$ cat src/rtl/control_unit.sv
// control_unit: ARM-subset single-cycle control decoder with conditional execution and an NZCV flag register
//   clk, reset (async, active-high) | Instr[31:12] = {Cond, Op, Funct, Rn, Rd} | ALUFlags = {N,Z,C,V}
//   RegSrc, ImmSrc, ALUSrc, ALUControl, MemtoReg: datapath selects
//   RegWrite, MemWrite, PCSrc: condition-gated strobes | Flags: stored NZCV
module control_unit (
  input  logic         clk,
  input  logic         reset,
  input  logic [31:12] Instr,
  input  logic [3:0]   ALUFlags,
  output logic [1:0]   RegSrc,
  output logic         RegWrite,
  output logic [1:0]   ImmSrc,
  output logic         ALUSrc,
  output logic [1:0]   ALUControl,
  output logic         MemtoReg,
  output logic         MemWrite,
  output logic         PCSrc,
  output logic [3:0]   Flags
);
  logic [3:0] cond, rd, flags_q, flags_d;
  logic [1:0] op, flag_w;
  logic [5:0] funct;
  logic       reg_w, mem_w, branch, no_write, cond_ex, pcs, n, z, c, v;
  logic       unused_rn;
  assign cond      = Instr[31:28];
  assign op        = Instr[27:26];
  assign funct     = Instr[25:20];
  assign rd        = Instr[15:12];
  assign unused_rn = ^Instr[19:16];
  assign {n, z, c, v} = flags_q;
  always_comb begin
    RegSrc     = 2'b00;
    ImmSrc     = 2'b00;
    ALUSrc     = 1'b0;
    ALUControl = 2'b00;
    MemtoReg   = 1'b0;
    reg_w      = 1'b0;
    mem_w      = 1'b0;
    branch     = 1'b0;
    flag_w     = 2'b00;
    no_write   = 1'b0;
    case (op)
      2'b00: begin
        ALUSrc = funct[5];
        reg_w  = 1'b1;
        case (funct[4:1])
          4'b0100: flag_w = {2{funct[0]}};
          4'b0010: begin
            ALUControl = 2'b01;
            flag_w     = {2{funct[0]}};
          end
          4'b0000: begin
            ALUControl = 2'b10;
            flag_w     = {funct[0], 1'b0};
          end
          4'b1100: begin
            ALUControl = 2'b11;
            flag_w     = {funct[0], 1'b0};
          end
          // CMP always sets all flags and never writes the register file
          4'b1010: begin
            ALUControl = 2'b01;
            flag_w     = 2'b11;
            no_write   = 1'b1;
          end
          default: no_write = 1'b1;
        endcase
      end
      // memory: funct[0] is L (1 = load); U bit is ignored, offset always added
      2'b01: begin
        ImmSrc   = 2'b01;
        ALUSrc   = 1'b1;
        RegSrc   = funct[0] ? 2'b00 : 2'b10;
        MemtoReg = funct[0];
        reg_w    = funct[0];
        mem_w    = ~funct[0];
      end
      2'b10: begin
        RegSrc = 2'b01;
        ImmSrc = 2'b10;
        ALUSrc = 1'b1;
        branch = 1'b1;
      end
      default: ;
    endcase
  end
  always_comb begin
    case (cond)
      4'h0:    cond_ex = z;
      4'h1:    cond_ex = ~z;
      4'h2:    cond_ex = c;
      4'h3:    cond_ex = ~c;
      4'h4:    cond_ex = n;
      4'h5:    cond_ex = ~n;
      4'h6:    cond_ex = v;
      4'h7:    cond_ex = ~v;
      4'h8:    cond_ex = c & ~z;
      4'h9:    cond_ex = ~c | z;
      4'ha:    cond_ex = n ~^ v;
      4'hb:    cond_ex = n ^ v;
      4'hc:    cond_ex = ~z & (n ~^ v);
      4'hd:    cond_ex = z | (n ^ v);
      4'he:    cond_ex = 1'b1;
      default: cond_ex = 1'b0;
    endcase
  end
  // a write to R15 is a jump, so PC loads from Result as well
  assign pcs      = branch | (reg_w & (rd == 4'hf));
  assign PCSrc    = pcs & cond_ex & ~reset;
  assign RegWrite = reg_w & ~no_write & cond_ex & ~reset;
  assign MemWrite = mem_w & cond_ex & ~reset;
  assign flags_d  = {(flag_w[1] & cond_ex) ? ALUFlags[3:2] : flags_q[3:2],
                     (flag_w[0] & cond_ex) ? ALUFlags[1:0] : flags_q[1:0]};
  always_ff @(posedge clk or posedge reset)
    if (reset) flags_q <= 4'b0000;
    else       flags_q <= flags_d;
  assign Flags = flags_q;
endmodule

$ cat config.mk
export PLATFORM = sky130hd
export DESIGN_NAME = control_unit
export DESIGN_NICKNAME = d
export VERILOG_FILES = /design/src/rtl/control_unit.sv
export SDC_FILE = /design/constraint.sdc
export NUM_CORES = 1
export LEC_CHECK = 0
export BUFFER_PORTS_ARGS = -buffer_cell sky130_fd_sc_hd__buf_2
export CORE_MARGIN = 1.5
export CORE_UTILIZATION = 46
export DETAILED_ROUTE_END_ITERATION = 10
export PLACE_DENSITY = 0.91
export SLEW_MARGIN = 20
export SYNTH_ARGS = -nofsm -noshare
export SYNTH_HDL_FRONTEND = slang
export SYNTH_SLANG_ARGS = --single-unit
$ cat constraint.sdc
create_clock -name clk -period 4.45 [get_ports clk]
set_input_delay 0.2225 -clock clk [delete_from_list [all_inputs] [get_ports clk]]
set_output_delay 0.2225 -clock clk [all_outputs]
set_load 0.02 [all_outputs]
# Word-level counts from Yosys, hierarchy flattened
# Index checks and enable logic that the tools add are counted.
word_totals:
  regBits: 4
  input_bits: 26
  output_inout_bits: 15
classes:
  eq_ne: 21
  muxes: 15
  bitwise: 24
  reduce_logical: 8
ops:
  columns: ["op", "n"]
  rows:
  - ["== test 4 bit (second input constant)", 10]
  - ["== test 4 x 3 -> 1 bit (second input constant)", 5]
  - ["one-hot mux 1 bit (15 select lines)", 1]
  - ["AND 1 bit", 12]
  - ["== test 4 x 2 -> 1 bit (second input constant)", 3]
  - ["one-hot mux 2 bit (3 select lines)", 2]
  - ["zero test 4 bit", 2]
  - ["one-hot mux 2 bit (2 select lines)", 2]
  - ["OR reduction 2 bit", 4]
  - ["NOT 1 bit", 7]
  - ["2-to-1 mux 2 bit", 3]
  - ["2-to-1 mux 1 bit", 5]
  - ["== test 4 x 1 -> 1 bit (second input constant)", 1]
  - ["one-hot mux 1 bit (2 select lines)", 2]
  - ["OR reduction 4 bit", 1]
  - ["bitwise OR 1 bit", 3]
  - ["== test 2 x 1 -> 1 bit (second input constant)", 1]
  - ["== test 2 bit (second input constant)", 1]
  - ["zero test 2 bit", 1]
  - ["bitwise XNOR 1 bit", 1]
  - ["XOR 1 bit", 1]

# Logic depth before layout (Yosys ltp)
logic_depth:
  word_depth: 8
  depth_mapped: 7
  ltp_nobuf: 7

# Least setup slack after synthesis
# OpenSTA, ideal clock, no wires.
synth_timing:
  path_type: "reg2out"
  from: "register flags_q[0], in the netlist Flags[0]"
  to: "output PCSrc"
  arrival_ps: 2173
  t_required_ps: 4228
  setup_slack_ps: 2054
  stages_incl_launch_ff: 6
  n_path_buf: 0
  path_cell_list: "dfrtp_1 -> xor2_1 -> or4_4 -> a311oi_4 -> nor3_1 -> nor3_1"
synth_via:
  elab_chain_len: 5
  word_cells_on_any_way: 8
  classes_between: "mux (1); bitwise (7)"
synth_rtl:
  columns: ["element", "line", "rtl"]
  rows:
  - ["start: declaration", "20", "logic [3:0] cond, rd, flags_q, flags_d;"]
  - ["start signal: assignment", "116", "else flags_q <= flags_d;"]
  - ["XOR 1 bit or bitwise XNOR 1 bit (tied branches)", null, null]
  - ["bitwise OR 1 bit or AND 1 bit (tied branches)", "102, 101", null]
  - ["one-hot mux 1 bit (15 select lines) *", "88", "case (cond)"]
  - ["AND 1 bit * (2 in series)", "109", "assign PCSrc = pcs & cond_ex & ~reset;"]
  - ["end: declaration", "17", "output logic PCSrc,"]
# Every way passes the cells marked *; elsewhere a longest branch is shown, timed or not.

# Worst setup path in the final report
layout_timing:
  from: "register flags_q[0], in the netlist Flags[0]"
  to: "output MemWrite"
layout_via:
  elab_chain_len: 5
  word_cells_on_any_way: 8
  classes_between: "mux (1); bitwise (7)"
layout_rtl:
  columns: ["element", "line", "rtl"]
  rows:
  - ["XOR 1 bit or bitwise XNOR 1 bit (tied branches)", null, null]
  - ["bitwise OR 1 bit or AND 1 bit (tied branches)", "102, 101", null]
  - ["one-hot mux 1 bit (15 select lines) *", "88", null]
  - ["AND 1 bit * (2 in series)", "111", "assign MemWrite = mem_w & cond_ex & ~reset;"]
  - ["end: declaration", "16", "output logic MemWrite,"]
# Marks and branches as above.

==> results.txt <==
The number of antenna repair diodes came out at 0. The number of CTS-inserted buffers came out at 3. The number of sinks driven by the clock tree came out at 4. The flip-flop count of the largest register, all copies and words added came out at 4.

The analysis attributes to cell leakage a power of between 0.4 and 0.5 nW. After clock tree synthesis, the clock-pin slew on the worst setup and hold paths is approximately 30 ps. The xor and xnor fraction of the mapped netlist area is 1.28%. The placeable core region is between 0.001 and 0.0015 mm2.

The post-synthesis async set-or-reset flop share came out at 100%. In this run, distinct cell masters in the synthesized netlist total 38. In this design, the stage delay of the slowest critical-path cell is between 500 and 600 ps.

The compound-gate portion of the synthesized area is about a quarter. The HPWL after detailed placement is around 1.4 mm. The count of pins on the block boundary came out at between 40 and 50. Among all stages on the critical path, the largest delay is contributed by sky130_fd_sc_hd__or4_4.

The final-report max-slew violation count is 0. Routability-driven placement finished with a final weighted congestion of 0.798. The average routed wire per standard cell came out at 12.8 um. Setup repair after global routing left no endpoint under its margin.

Setup violations remaining at the end of the flow were counted as 0. The post-route clock skew came out at 1.43 ps. The via count of the first global-routing pass is a little under 700. For the final routed database, the setup TNS stands at 0 ps. The measured slew at the worst slew-check pin is 747 ps.

After synthesis the netlist holds a flip-flop and latch count of 4. The highest clock rate is a little under 400 MHz. The post-route antenna net violation count is 0.

Traced cell by cell, the critical path runs through xor2_1 > or4_4 > a311oi_4 > nor3_1 > nor4b_2 > buf_2. The critical path required time is about 4200 ps. The worst vdd rail ir drop came out at 157 uV. The count of buffers added on input and output ports is 36.

The number of endpoints with negative hold slack in the final report is 0. The worst setup path is captured at a primary output. The post-synthesis average cell area came out at between 8 and 9 um2. The run finished with clean final reports.

The simple-gate share of the synthesized area is around a third. The tool flagged a number of max-cap violations equal to 0. The sum of routed wire length over all layers is roughly 1.7 mm.

The worst-case clock buffer depth is 2. Measured along the x axis, the die boundary spans approximately 42 um. The number of antenna violations at the first check in global routing is 0. In this run the number of H-tree levels came out at 1. The number of design-rule violations left by the first detailed-router iteration came out at 21. The remaining routing DRC violations came out at 0.

The adder and majority gate portion of the synthesized area is 11.0%. The worst relative slew slack came out at between 40% and 50%. The worst min-delay path startpoint is ALUFlags[3]. Summing all placed instances gives a cell area of about 860 um2. Entering global routing, the biggest net connects 14 pins. The area added between synthesis and finish came out at 30.6%.

Counting cells, the worst reg-to-reg path comes to 5. The net count after synthesis came out at roughly 110. In this run the critical register-to-register path is launched from Flags[0]. The largest family of logic cells by synthesized area is simple AND/OR/NAND/NOR gates. The power per unit of standard cell area is roughly 240 mW/mm2.

The floorplan has 13 rows. From bottom edge to top edge, the die measures 41.5 um. The number of instances on the worst hold path came out at 2. In the synthesized netlist the dominant register cell turns out to be sky130_fd_sc_hd__dfrtp_1. The dominant cell type by area after synthesis is sky130_fd_sc_hd__dfrtp_1.

STA classifies the critical path startpoint as a flip-flop. The detailed-router iteration count before antenna repair came out at 4. The post-CTS repair timing setup buffer count came out at 0. The clock insertion delay at the later pin of the skew report came out at 230 ps. The total standard cell area after synthesis came out at between 600 and 700 um2.

Of all nets on the critical path, the largest fanout is 9. In this run the register-to-register setup slack is between 2000 and 2500 ps. The total routing usage reported by global routing came out at between 20% and 30%. The worst setup path is of the flip-flop to primary output kind. The share of layout cells above drive strength 1 is between 40 and 50%. Using the TritonRoute via totals, the vias-per-cell ratio works out to between 5 and 6. The count of filler cells inserted in the layout is around 110. The full die area is 0.00173 mm2. The synthesized instance count came out at 81. Once the floorplan was initialized, standard cells occupied between 50 and 60% of the core.

The number of enable flip-flop cells after synthesis came out at 0. The endpoint of the worst register-to-register path is Flags[0]. The residual overflow from global routing is 0.

The worst hold-check slack came out at 209 ps. The first global-routing pass estimated roughly 2.8 mm of wire. The arrival time of the worst setup path came out at roughly 2300 ps. Dividing the final minimum period by the clock period gives roughly 57%. The cell chosen for the clock root is sky130_fd_sc_hd__clkbuf_4.

The Yosys warning count is 0. The area share of the leading cell type in the synthesized netlist came out at approximately 15%. The path with the worst hold slack has its endpoint at Flags[3]. Across all layers, the routed design uses approximately 770 vias. The path class of the tightest hold or removal check is input port to flip-flop. TritonCTS built the clock tree. The sequential fraction of the synthesis area came out at 14.7%. The mux contribution to synthesized area came out at 8.24%. After synthesis, the cell types taking the most area are sky130_fd_sc_hd__dfrtp_1 (15%), sky130_fd_sc_hd__ha_1 (11%), sky130_fd_sc_hd__mux2_1 (8.2%). The time the final worst path needs with I/O delays and setup came out at between 2000 and 3000 ps. The number of nets in the finished design is approximately 150.

With fillers left out, the area of the finished cells amounts to between 800 and 900 um2. The number of gates resized after CTS is 0.
## stage by stage
step                      std cells  util [%]  power, mW  setup WS (ps)
after floorplan                  81         -      0.136           2050
after global placement          128      63.7      0.168           2180
after detailed placement        128      63.7      0.174           2140
after CTS                       132      66.1      0.219           1890
after global routing            132      66.1      0.237           1730
final                           132      66.1      0.218           1900
## cells in the mapped netlist (2+ instances only)
master                     count
sky130_fd_sc_hd__mux2_1        5
sky130_fd_sc_hd__ha_1          6
sky130_fd_sc_hd__inv_1         7
sky130_fd_sc_hd__nand2_1       3
sky130_fd_sc_hd__a21oi_1       8
sky130_fd_sc_hd__nor2b_1       5
sky130_fd_sc_hd__o31ai_2       2
sky130_fd_sc_hd__buf_2         3
sky130_fd_sc_hd__nor3_1        3
sky130_fd_sc_hd__o211ai_1      2
sky130_fd_sc_hd__nor4bb_1      2
sky130_fd_sc_hd__dfrtp_1       4
sky130_fd_sc_hd__or3b_2        2
sky130_fd_sc_hd__nor2_1        5
## placed cells by master (no fill, tap or decap), drive strengths merged, types with 2 or more instances in the layout
| cell type | count |
|---|---|
| buf | 36 |
| a21oi | 8 |
| inv | 7 |
| ha | 6 |
| mux2 | 5 |
| nor2b | 5 |
| nor2 | 5 |
| dfrtp | 4 |
| nand2 | 3 |
| nor3 | 3 |
| clkbuf | 3 |
| o211ai | 2 |
| or3b | 2 |
| nor4bb | 2 |
| o31ai | 2 |
| or4 | 2 |
## logic make-up (layout without fill, tap and decap cells)
logic type | count (synthesis) | in the layout
multiplexers | 5 | 5
AO/OA/AOI/OAI | 21 | 21
AND/OR/NAND/NOR | 33 | 33
buffers and inverters | 11 | 47
XOR/XNOR | 1 | 1
flip-flops | 4 | 4
adder cells (fa/ha/maj) | 6 | 6
## final cells by class
class / count / area [um2] / area share, %
multi-input combinational: 66 / 534 / 59.9
timing repair buffer: 37 / 190 / 21.3
sequential: 4 / 100 / 11.2
inverter: 7 / 26.3 / 2.95
clock buffer: 3 / 22.5 / 2.52
tap: 15 / 18.8 / 2.10
## repair_timing
action / in CTS / in global routing
endpoints found under the setup margin: 0 / 0
hold endpoints to repair: 4 / 0
hold buffers: 1 / 0
## worst max-delay path, delay by kind of cell, from the launching register on
family / cells / cell delay [ps]
buffers and inverters: 1 / 200
AND/OR/NAND/NOR: 3 / 910
AO/OA/AOI/OAI: 1 / 340
flip-flops: 1 / 460
XOR/XNOR: 1 / 190
## how the worst max path moves through the flow
| stage | from | endpoint | slack (ps) | depth (start not counted) |
|---|---|---|---|---|
| 6_report | Flags[0] | MemWrite | 1900 | 6 |
| 5_1_grt | Flags[0] | MemWrite | 1730 | 6 |
| 4_1_cts | Flags[0] | MemWrite | 1890 | 6 |
| 3_5_place_dp | Flags[0] | MemWrite | 2140 | 6 |
| 3_3_place_gp | Flags[0] | MemWrite | 2180 | 6 |
| 2_1_floorplan | Flags[0] | PCSrc | 2050 | 5 |
## where the power goes
part | internal [mW] | switching [mW] | total [mW]
Sequential | 0.0468 | 0.0185 | 0.0652
Combinational | 0.0479 | 0.0615 | 0.109
Clock | 0.0301 | 0.0132 | 0.0433
## per-layer routing
layer	GRT usage [%]	share of wire, %	vias up
li1	-	-	379
met1	23.3	40	364
met2	37.5	54	25
met3	3.48	5.1	0
met4	8.39	0	0
met5	0	0	-
(Power assumes the default switching activity.)
